==> src/rtl/gpu_pkg.sv <==
// Shared GPU definitions: frame FSM states and frame geometry constants.
package gpu_pkg;

  // Frame FSM states for the display fetch path.
  typedef enum logic [1:0] {
    WAIT_FRAME = 2'd0,
    ACTIVE     = 2'd1,
    DONE       = 2'd2
  } frame_state_e;

  localparam int HACT         = 800;
  localparam int VACT         = 600;
  localparam int PIX_PER_WORD = 16;
  localparam int FRAME_WORDS  = (HACT * VACT) / PIX_PER_WORD;

endpackage

==> src/rtl/vram_prefetch_fifo.sv <==
// Display prefetch FIFO. The head word is held in a register so the pixel
// shifter sees a registered output; flush empties the FIFO synchronously.
module vram_prefetch_fifo #(
  parameter int DW    = 16,
  parameter int DEPTH = 4
) (
  input  logic                   clk,
  input  logic                   clr,
  input  logic                   flush,
  input  logic                   wr_en,
  input  logic [DW-1:0]          wr_data,
  input  logic                   rd_en,
  output logic [DW-1:0]          head,
  output logic                   valid,
  output logic [$clog2(DEPTH):0] count
);

  localparam int PW = $clog2(DEPTH);
  localparam int CW = PW + 1;
  localparam logic [PW-1:0] PTR_ONE   = PW'(1);
  localparam logic [PW-1:0] PTR_ZERO  = PW'(0);
  localparam logic [CW-1:0] CNT_ONE   = CW'(1);
  localparam logic [CW-1:0] CNT_ZERO  = CW'(0);
  localparam logic [CW-1:0] CNT_FULL  = CW'(DEPTH);
  localparam logic [DW-1:0] DATA_ZERO = DW'(0);

  logic [DW-1:0] mem_r [DEPTH];
  logic [PW-1:0] rd_ptr_r;
  logic [PW-1:0] wr_ptr_r;
  logic [CW-1:0] count_r;
  logic [CW-1:0] count_nx_s;
  logic [DW-1:0] head_r;
  logic [DW-1:0] head_nx_s;
  logic          valid_r;
  logic          pop_s;
  logic          push_s;

  // Qualify requests: a pop needs data, a push needs room or a same-cycle pop.
  always_comb begin
    pop_s  = 1'b0;
    push_s = 1'b0;
    if (flush) begin
      pop_s  = 1'b0;
      push_s = 1'b0;
    end else begin
      pop_s  = rd_en && (count_r != CNT_ZERO);
      push_s = wr_en && ((count_r != CNT_FULL) || pop_s);
    end
  end

  // Next head word: advance on pop, or capture the first word into an empty FIFO.
  always_comb begin
    head_nx_s = head_r;
    if (pop_s) begin
      if (count_r > CNT_ONE) begin
        head_nx_s = mem_r[rd_ptr_r + PTR_ONE];
      end else if (push_s) begin
        head_nx_s = wr_data;
      end else begin
        head_nx_s = head_r;
      end
    end else if (push_s && (count_r == CNT_ZERO)) begin
      head_nx_s = wr_data;
    end else begin
      head_nx_s = head_r;
    end
  end

  // Next occupancy; a simultaneous push and pop leaves it unchanged.
  always_comb begin
    count_nx_s = count_r;
    if (flush) begin
      count_nx_s = CNT_ZERO;
    end else if (push_s && !pop_s) begin
      count_nx_s = count_r + CNT_ONE;
    end else if (pop_s && !push_s) begin
      count_nx_s = count_r - CNT_ONE;
    end else begin
      count_nx_s = count_r;
    end
  end

  // Word storage; contents need no reset because count gates visibility.
  always_ff @(posedge clk) begin
    if (push_s) begin
      mem_r[wr_ptr_r] <= wr_data;
    end
  end

  // Pointers, occupancy, registered head and valid flag.
  always_ff @(posedge clk or posedge clr) begin
    if (clr) begin
      rd_ptr_r <= PTR_ZERO;
      wr_ptr_r <= PTR_ZERO;
      count_r  <= CNT_ZERO;
      valid_r  <= 1'b0;
      head_r   <= DATA_ZERO;
    end else if (flush) begin
      rd_ptr_r <= PTR_ZERO;
      wr_ptr_r <= PTR_ZERO;
      count_r  <= CNT_ZERO;
      valid_r  <= 1'b0;
    end else begin
      if (pop_s) begin
        rd_ptr_r <= rd_ptr_r + PTR_ONE;
      end
      if (push_s) begin
        wr_ptr_r <= wr_ptr_r + PTR_ONE;
      end
      count_r <= count_nx_s;
      valid_r <= (count_nx_s != CNT_ZERO);
      head_r  <= head_nx_s;
    end
  end

  assign head  = head_r;
  assign valid = valid_r;
  assign count = count_r;

endmodule

==> src/rtl/vram_arbiter.sv <==
// Single-port VRAM arbiter: display prefetch versus CPU accesses.
// Urgent display demand wins, then the CPU, then opportunistic prefetch.
module vram_arbiter
  import gpu_pkg::*;
#(
  parameter int AW          = 15,
  parameter int DW          = 16,
  parameter int FRAME_WORDS = gpu_pkg::FRAME_WORDS,
  parameter int DEPTH       = 4
) (
  input  logic          clk,
  input  logic          clr,
  input  logic          frame_start,
  input  logic          disp_pop,
  output logic [DW-1:0] disp_word,
  output logic          disp_valid,
  output logic          underrun,
  input  logic          cpu_req,
  input  logic          cpu_we,
  input  logic [AW-1:0] cpu_addr,
  input  logic [DW-1:0] cpu_wdata,
  output logic          cpu_ack,
  output logic [DW-1:0] cpu_rdata,
  output logic          mem_en,
  output logic          mem_we,
  output logic [AW-1:0] mem_addr,
  output logic [DW-1:0] mem_wdata,
  input  logic [DW-1:0] mem_rdata
);

  localparam int CW = $clog2(DEPTH) + 1;
  localparam logic [AW-1:0] LAST_ADDR = AW'(FRAME_WORDS - 1);
  localparam logic [AW-1:0] ADDR_ONE  = AW'(1);
  localparam logic [AW-1:0] ADDR_ZERO = AW'(0);
  localparam logic [CW-1:0] OCC_FULL  = CW'(DEPTH);
  localparam logic [CW-1:0] OCC_LOW   = CW'(DEPTH / 2);
  localparam logic [DW-1:0] DATA_ZERO = DW'(0);

  frame_state_e  state_r;
  frame_state_e  state_nx_s;
  logic [AW-1:0] ptr_r;
  logic          pend1_r;
  logic          pend2_r;
  logic [CW-1:0] fifo_count_s;
  logic [CW-1:0] occ_s;
  logic          fifo_valid_s;
  logic [DW-1:0] fifo_head_s;
  logic          fetch_ok_s;
  logic          eligible_s;
  logic          urgent_s;
  logic          cpu_can_s;
  logic          grant_fetch_s;
  logic          grant_cpu_s;
  logic [AW-1:0] mem_addr_nx_s;
  logic [DW-1:0] mem_wdata_nx_s;
  logic          cpu_busy_r;
  logic          cpu_rd1_r;
  logic          cpu_rd2_r;
  logic          cpu_ack_r;
  logic [DW-1:0] cpu_rdata_r;
  logic          mem_en_r;
  logic          mem_we_r;
  logic [AW-1:0] mem_addr_r;
  logic [DW-1:0] mem_wdata_r;
  logic          underrun_r;

  // Returning display reads land here; frame_start flushes and wins over a write.
  vram_prefetch_fifo #(
    .DW    (DW),
    .DEPTH (DEPTH)
  ) u_fifo (
    .clk     (clk),
    .clr     (clr),
    .flush   (frame_start),
    .wr_en   (pend2_r),
    .wr_data (mem_rdata),
    .rd_en   (disp_pop),
    .head    (fifo_head_s),
    .valid   (fifo_valid_s),
    .count   (fifo_count_s)
  );

  // Grant one requester per cycle; occupancy counts in-flight display reads.
  always_comb begin
    occ_s         = fifo_count_s + {{(CW-1){1'b0}}, pend1_r} + {{(CW-1){1'b0}}, pend2_r};
    fetch_ok_s    = (state_r == ACTIVE) && !frame_start;
    eligible_s    = fetch_ok_s && (occ_s < OCC_FULL);
    urgent_s      = fetch_ok_s && (occ_s < OCC_LOW);
    cpu_can_s     = cpu_req && !cpu_busy_r;
    grant_fetch_s = 1'b0;
    grant_cpu_s   = 1'b0;
    if (urgent_s) begin
      grant_fetch_s = 1'b1;
    end else if (cpu_can_s) begin
      grant_cpu_s = 1'b1;
    end else if (eligible_s) begin
      grant_fetch_s = 1'b1;
    end else begin
      grant_fetch_s = 1'b0;
      grant_cpu_s   = 1'b0;
    end
    mem_addr_nx_s  = ADDR_ZERO;
    mem_wdata_nx_s = DATA_ZERO;
    if (grant_cpu_s) begin
      mem_addr_nx_s  = cpu_addr;
      mem_wdata_nx_s = cpu_we ? cpu_wdata : DATA_ZERO;
    end else if (grant_fetch_s) begin
      mem_addr_nx_s = ptr_r;
    end else begin
      mem_addr_nx_s  = ADDR_ZERO;
      mem_wdata_nx_s = DATA_ZERO;
    end
  end

  // Frame FSM next state: frame_start restarts from any state.
  always_comb begin
    state_nx_s = state_r;
    if (frame_start) begin
      state_nx_s = ACTIVE;
    end else begin
      case (state_r)
        WAIT_FRAME: state_nx_s = WAIT_FRAME;
        ACTIVE: begin
          if (grant_fetch_s && (ptr_r == LAST_ADDR)) begin
            state_nx_s = DONE;
          end else begin
            state_nx_s = ACTIVE;
          end
        end
        DONE:       state_nx_s = DONE;
        default:    state_nx_s = WAIT_FRAME;
      endcase
    end
  end

  // Frame FSM state register.
  always_ff @(posedge clk or posedge clr) begin
    if (clr) begin
      state_r <= WAIT_FRAME;
    end else begin
      state_r <= state_nx_s;
    end
  end

  // Fetch pointer and display read pipeline; frame_start drops in-flight reads.
  always_ff @(posedge clk or posedge clr) begin
    if (clr) begin
      ptr_r   <= ADDR_ZERO;
      pend1_r <= 1'b0;
      pend2_r <= 1'b0;
    end else if (frame_start) begin
      ptr_r   <= ADDR_ZERO;
      pend1_r <= 1'b0;
      pend2_r <= 1'b0;
    end else begin
      if (grant_fetch_s && (ptr_r != LAST_ADDR)) begin
        ptr_r <= ptr_r + ADDR_ONE;
      end
      pend1_r <= grant_fetch_s;
      pend2_r <= pend1_r;
    end
  end

  // CPU tracking: one outstanding access, released at the end of its ack cycle.
  always_ff @(posedge clk or posedge clr) begin
    if (clr) begin
      cpu_busy_r  <= 1'b0;
      cpu_rd1_r   <= 1'b0;
      cpu_rd2_r   <= 1'b0;
      cpu_ack_r   <= 1'b0;
      cpu_rdata_r <= DATA_ZERO;
    end else begin
      if (grant_cpu_s) begin
        cpu_busy_r <= 1'b1;
      end else if (cpu_ack_r) begin
        cpu_busy_r <= 1'b0;
      end
      cpu_rd1_r <= grant_cpu_s && !cpu_we;
      cpu_rd2_r <= cpu_rd1_r;
      cpu_ack_r <= (grant_cpu_s && cpu_we) || cpu_rd2_r;
      if (cpu_rd2_r) begin
        cpu_rdata_r <= mem_rdata;
      end
    end
  end

  // Registered RAM command issued the cycle after the grant.
  always_ff @(posedge clk or posedge clr) begin
    if (clr) begin
      mem_en_r    <= 1'b0;
      mem_we_r    <= 1'b0;
      mem_addr_r  <= ADDR_ZERO;
      mem_wdata_r <= DATA_ZERO;
    end else begin
      mem_en_r    <= grant_fetch_s || grant_cpu_s;
      mem_we_r    <= grant_cpu_s && cpu_we;
      mem_addr_r  <= mem_addr_nx_s;
      mem_wdata_r <= mem_wdata_nx_s;
    end
  end

  // Sticky underrun: a pop against an empty FIFO.
  always_ff @(posedge clk or posedge clr) begin
    if (clr) begin
      underrun_r <= 1'b0;
    end else if (disp_pop && !fifo_valid_s) begin
      underrun_r <= 1'b1;
    end
  end

  assign disp_word  = fifo_head_s;
  assign disp_valid = fifo_valid_s;
  assign underrun   = underrun_r;
  assign cpu_ack    = cpu_ack_r;
  assign cpu_rdata  = cpu_rdata_r;
  assign mem_en     = mem_en_r;
  assign mem_we     = mem_we_r;
  assign mem_addr   = mem_addr_r;
  assign mem_wdata  = mem_wdata_r;

endmodule

==> config.mk <==
export PLATFORM = sky130hd
export DESIGN_NAME = vram_arbiter
export DESIGN_NICKNAME = d
export VERILOG_FILES = /design/src/rtl/gpu_pkg.sv /design/src/rtl/vram_prefetch_fifo.sv /design/src/rtl/vram_arbiter.sv
export SDC_FILE = /design/constraint.sdc
export NUM_CORES = 1
export LEC_CHECK = 0
export ABC_CLOCK_PERIOD_IN_PS = 3500
export CAP_MARGIN = 10
export CORE_MARGIN = 2
export CORE_UTILIZATION = 60
export CTS_BUF_LIST = sky130_fd_sc_hd__clkbuf_8
export DETAILED_ROUTE_END_ITERATION = 7
export DONT_BUFFER_PORTS = 1
export PLACE_DENSITY = 0.76
export SLEW_MARGIN = 30
export SYNTH_ARGS = -nofsm -noshare
export SYNTH_HDL_FRONTEND = slang
export SYNTH_SLANG_ARGS = --single-unit
==> constraint.sdc <==
create_clock -name clk -period 3.5 [get_ports clk]
set_input_delay 0.175 -clock clk [delete_from_list [all_inputs] [get_ports clk]]
set_output_delay 0.175 -clock clk [all_outputs]
set_load 0.05 [all_outputs]
==> results.cfg <==
[run_status]
status = complete, no violations

[power_and_ir_drop]
comb_power_share_pct = 16.0
p_int_w = 0.00341
switching_share_pct = 39.5
power_frac_seq_pct = 61.5
switchingPower_w = 0.00223
p_per_area_nw_per_um2 = 738
leakagePower_nw = 3.18
vdd_ir_drop_max_mv = 0.480
p_clk_share_pct = 22.5

[cts]
cts.path.max_buffers = 2
post-cts-setup-buffers = 0
clk-insertion-delay-late_ns = 0.43
cts-buffers-inserted = 17
ctsHtreeMaxLevel = 4
cts_tree = done
cts_resized = 0
clock-sinks = 161
hold_buffers = 51
root_buffer = clkbuf_8
clk_pin_slew_worst_paths_ns = 0.08

[critical_path]
worst_ep_arrival_time_ns = 2.88
critPathRequiredTime_ns = 3.82
start_kind = flop
setup.worst_path.end_class = flop
path_max_fanout = 16
critical_path_class = flop to flop

[logic_synthesis]
synthDistinctLibCells = 51
synth.area.top_cells = dfrtp_1, edfxtp_1, mux2_2
synth_top_cell_area_share_pct = 36.5
syn-num-nets = 482
synth_flop_cell = dfrtp_1
yosysWarnings = 0
yosys.area_share.adder_pct = 2.44
synth_compound_area_share_pct = 4.85
synth.area.mux_share_pct = 14.4
synth-async-reset-ratio_pct = 60.2
synth_edf_count = 64
syn_inst = 416
synth-xor-area-share_pct = 2.24
yosys_register_bits = 161
syn_area_um2 = 6650
synth_top_family_by_area = multiplexers
synth.avg_cell_area_um2 = 16.0
synth_area_leader_cell = dfrtp_1
yosysSeqAreaShare_pct = 65.4
synth_simple_gate_area_share_pct = 8.25

[timing]
setup_viol = 0
rsz0062_at_grt = false
final.min_clock_period_ns = 2.57
relSlewSlack_pct = 41.0
setup_tns_ns = 0
fin_skew_ns = 0.0101
finalHoldViolCount = 0
clock.fmax_ghz = 0.390
tightest_slew_ns = 0.885
slew_violations = 0
finalWorstSetupSlack_ns = 0.933
period_share_pct = 73.3

[cells_and_area]
layout-drive-gt1-share_pct = 20.6
final_cell_mix = dfrtp_1, edfxtp_1, dlygate4sd3_1, mux2_2, nor2_1
fin_nets = 539
utilization_pct = 70.5
num-fill-cells = 714
final_common_cell = dfrtp_1
area_growth_syn_to_layout_pct = 14.8
insertedDiodeCount = 0

[global_route]
grt-ovfl-total = 0
grt_max_degree = 61
grt_usage_pct = 22.0
grt_pass1_wl_mm = 19.5
antenna_found_initial = 0
grt_pass1_vias = 3795

[die]
die-width_um = 109
ios = 121
rows = 38
initial_utilization_pct = 61.4
core_um2 = 10800
die_area_um2 = 11900
die_h_um = 109

[routing]
drtIter0Drc = 151
routed_wl_mm = 12.4
vias = 3625
routed_via_density = 5.79
drc_errors = 0
ant_nets = 0
firstDrtPassIters = 4
wire_per_inst_um = 19.9

[place]
hpwl_mm = 7.47
portBuffers = 0
place.gp.congestion = 0.827
place_ws_ns = 0.949

[worst_hold_path]
hold_path_class = input pin to flop

[job]
max_cap_viol_count = 0
metal layers:
layer	global-route usage [%]	vias up	wire length, µm
li1	-	1657	-
met4	6.87	0	157
met1	28.0	1843	5190
met3	5.87	17	551
met2	37.1	108	6530
met5	0	-	0
final timing paths:
kind / startpoint / endpoint / slack [ns] / depth (start not counted)
worst max-delay path: u_fifo.count[0] / u_fifo.head[2] / 0.93 / 6
worst min-delay path: mem_rdata[10] / u_fifo.head[10] / 0.02 / 2
worst max register to register: u_fifo.count[0] / u_fifo.head[2] / 0.93 / 6
worst min register to register: cpu_rd1_r / cpu_rd2_r / 0.36 / 0
max in group asynchronous: clr / state_r[0] / 2.18 / 3
min in group asynchronous: clr / mem_wdata[11] / 0.37 / 2
synth_stat cells (3+ instances only):
library cell / n
a22o_1: 15
a21o_1: 3
nand4_1: 7
buf_2: 4
mux4_2: 9
mux2_2: 48
buf_6: 5
nand3_1: 7
mux4_1: 7
nor2_1: 21
and2_1: 7
nand2_1: 8
inv_1: 11
edfxtp_1: 64
ha_1: 13
nor2b_1: 5
and3_1: 20
clkbuf_1: 9
dfrtp_1: 97
xor2_1: 15
state kept, by name, summed over array words and instances (netlist names), 2 cells and up:
signal,count
cpu_rdata,16
mem_wdata,16
mem_addr,15
ptr_r,15
u_fifo.rd_ptr_r,2
state_r,2
u_fifo.count,3
u_fifo.head,16
u_fifo.wr_ptr_r,2
u_fifo.mem_r,64
final cells by class:
type | count | area (µm²) | share of cell area (%)
clock inverters | 14 | 124 | 1.62
inverters | 12 | 47.5 | 0.622
multi-input cells | 224 | 2140 | 28.0
flip-flops and latches | 161 | 4350 | 56.9
well taps | 140 | 175 | 2.29
repair buffers | 57 | 553 | 7.24
clock buffers | 18 | 248 | 3.24
power by group through the flow:
stage,combinational [W],clock [W],sequential (W)
after global placement,0.000808,0,0.00351
after CTS,0.000907,0.00130,0.00348
after detailed placement,0.000840,0,0.00352
after global routing,0.000998,0.00137,0.00352
final,0.000901,0.00127,0.00347
after floorplan,0.000781,0,0.00338
logic make-up (layout without fill, tap and decap cells):
kind of cell / Yosys count / count (layout)
flops: 161 / 161
buf+inv: 31 / 101
compound gates: 37 / 37
mux: 67 / 67
simple gates: 90 / 90
fa+ha+maj: 13 / 13
xor+xnor: 17 / 17
critical path, cell delays in order (launching register included):
cell and delay, ns:
dfrtp_1 0.43, inv_1 0.11, ha_1 0.26, a211oi_1 0.27, o211a_1 0.70, mux2_2 0.42
mux2_2 0.26
metrics by stage:
step	hold slack, ns	instance area (µm²)	total power [W]	cells
global route	0.0143	7640	0.00589	626
detailed placement	0.234	6750	0.00436	542
finish	0.0206	7640	0.00564	626
floorplan	0.241	6650	0.00416	416
CTS	0.000135	7630	0.00568	625
global placement	0.226	6750	0.00432	542
No activity file was read; power rests on OpenSTA's default activity.
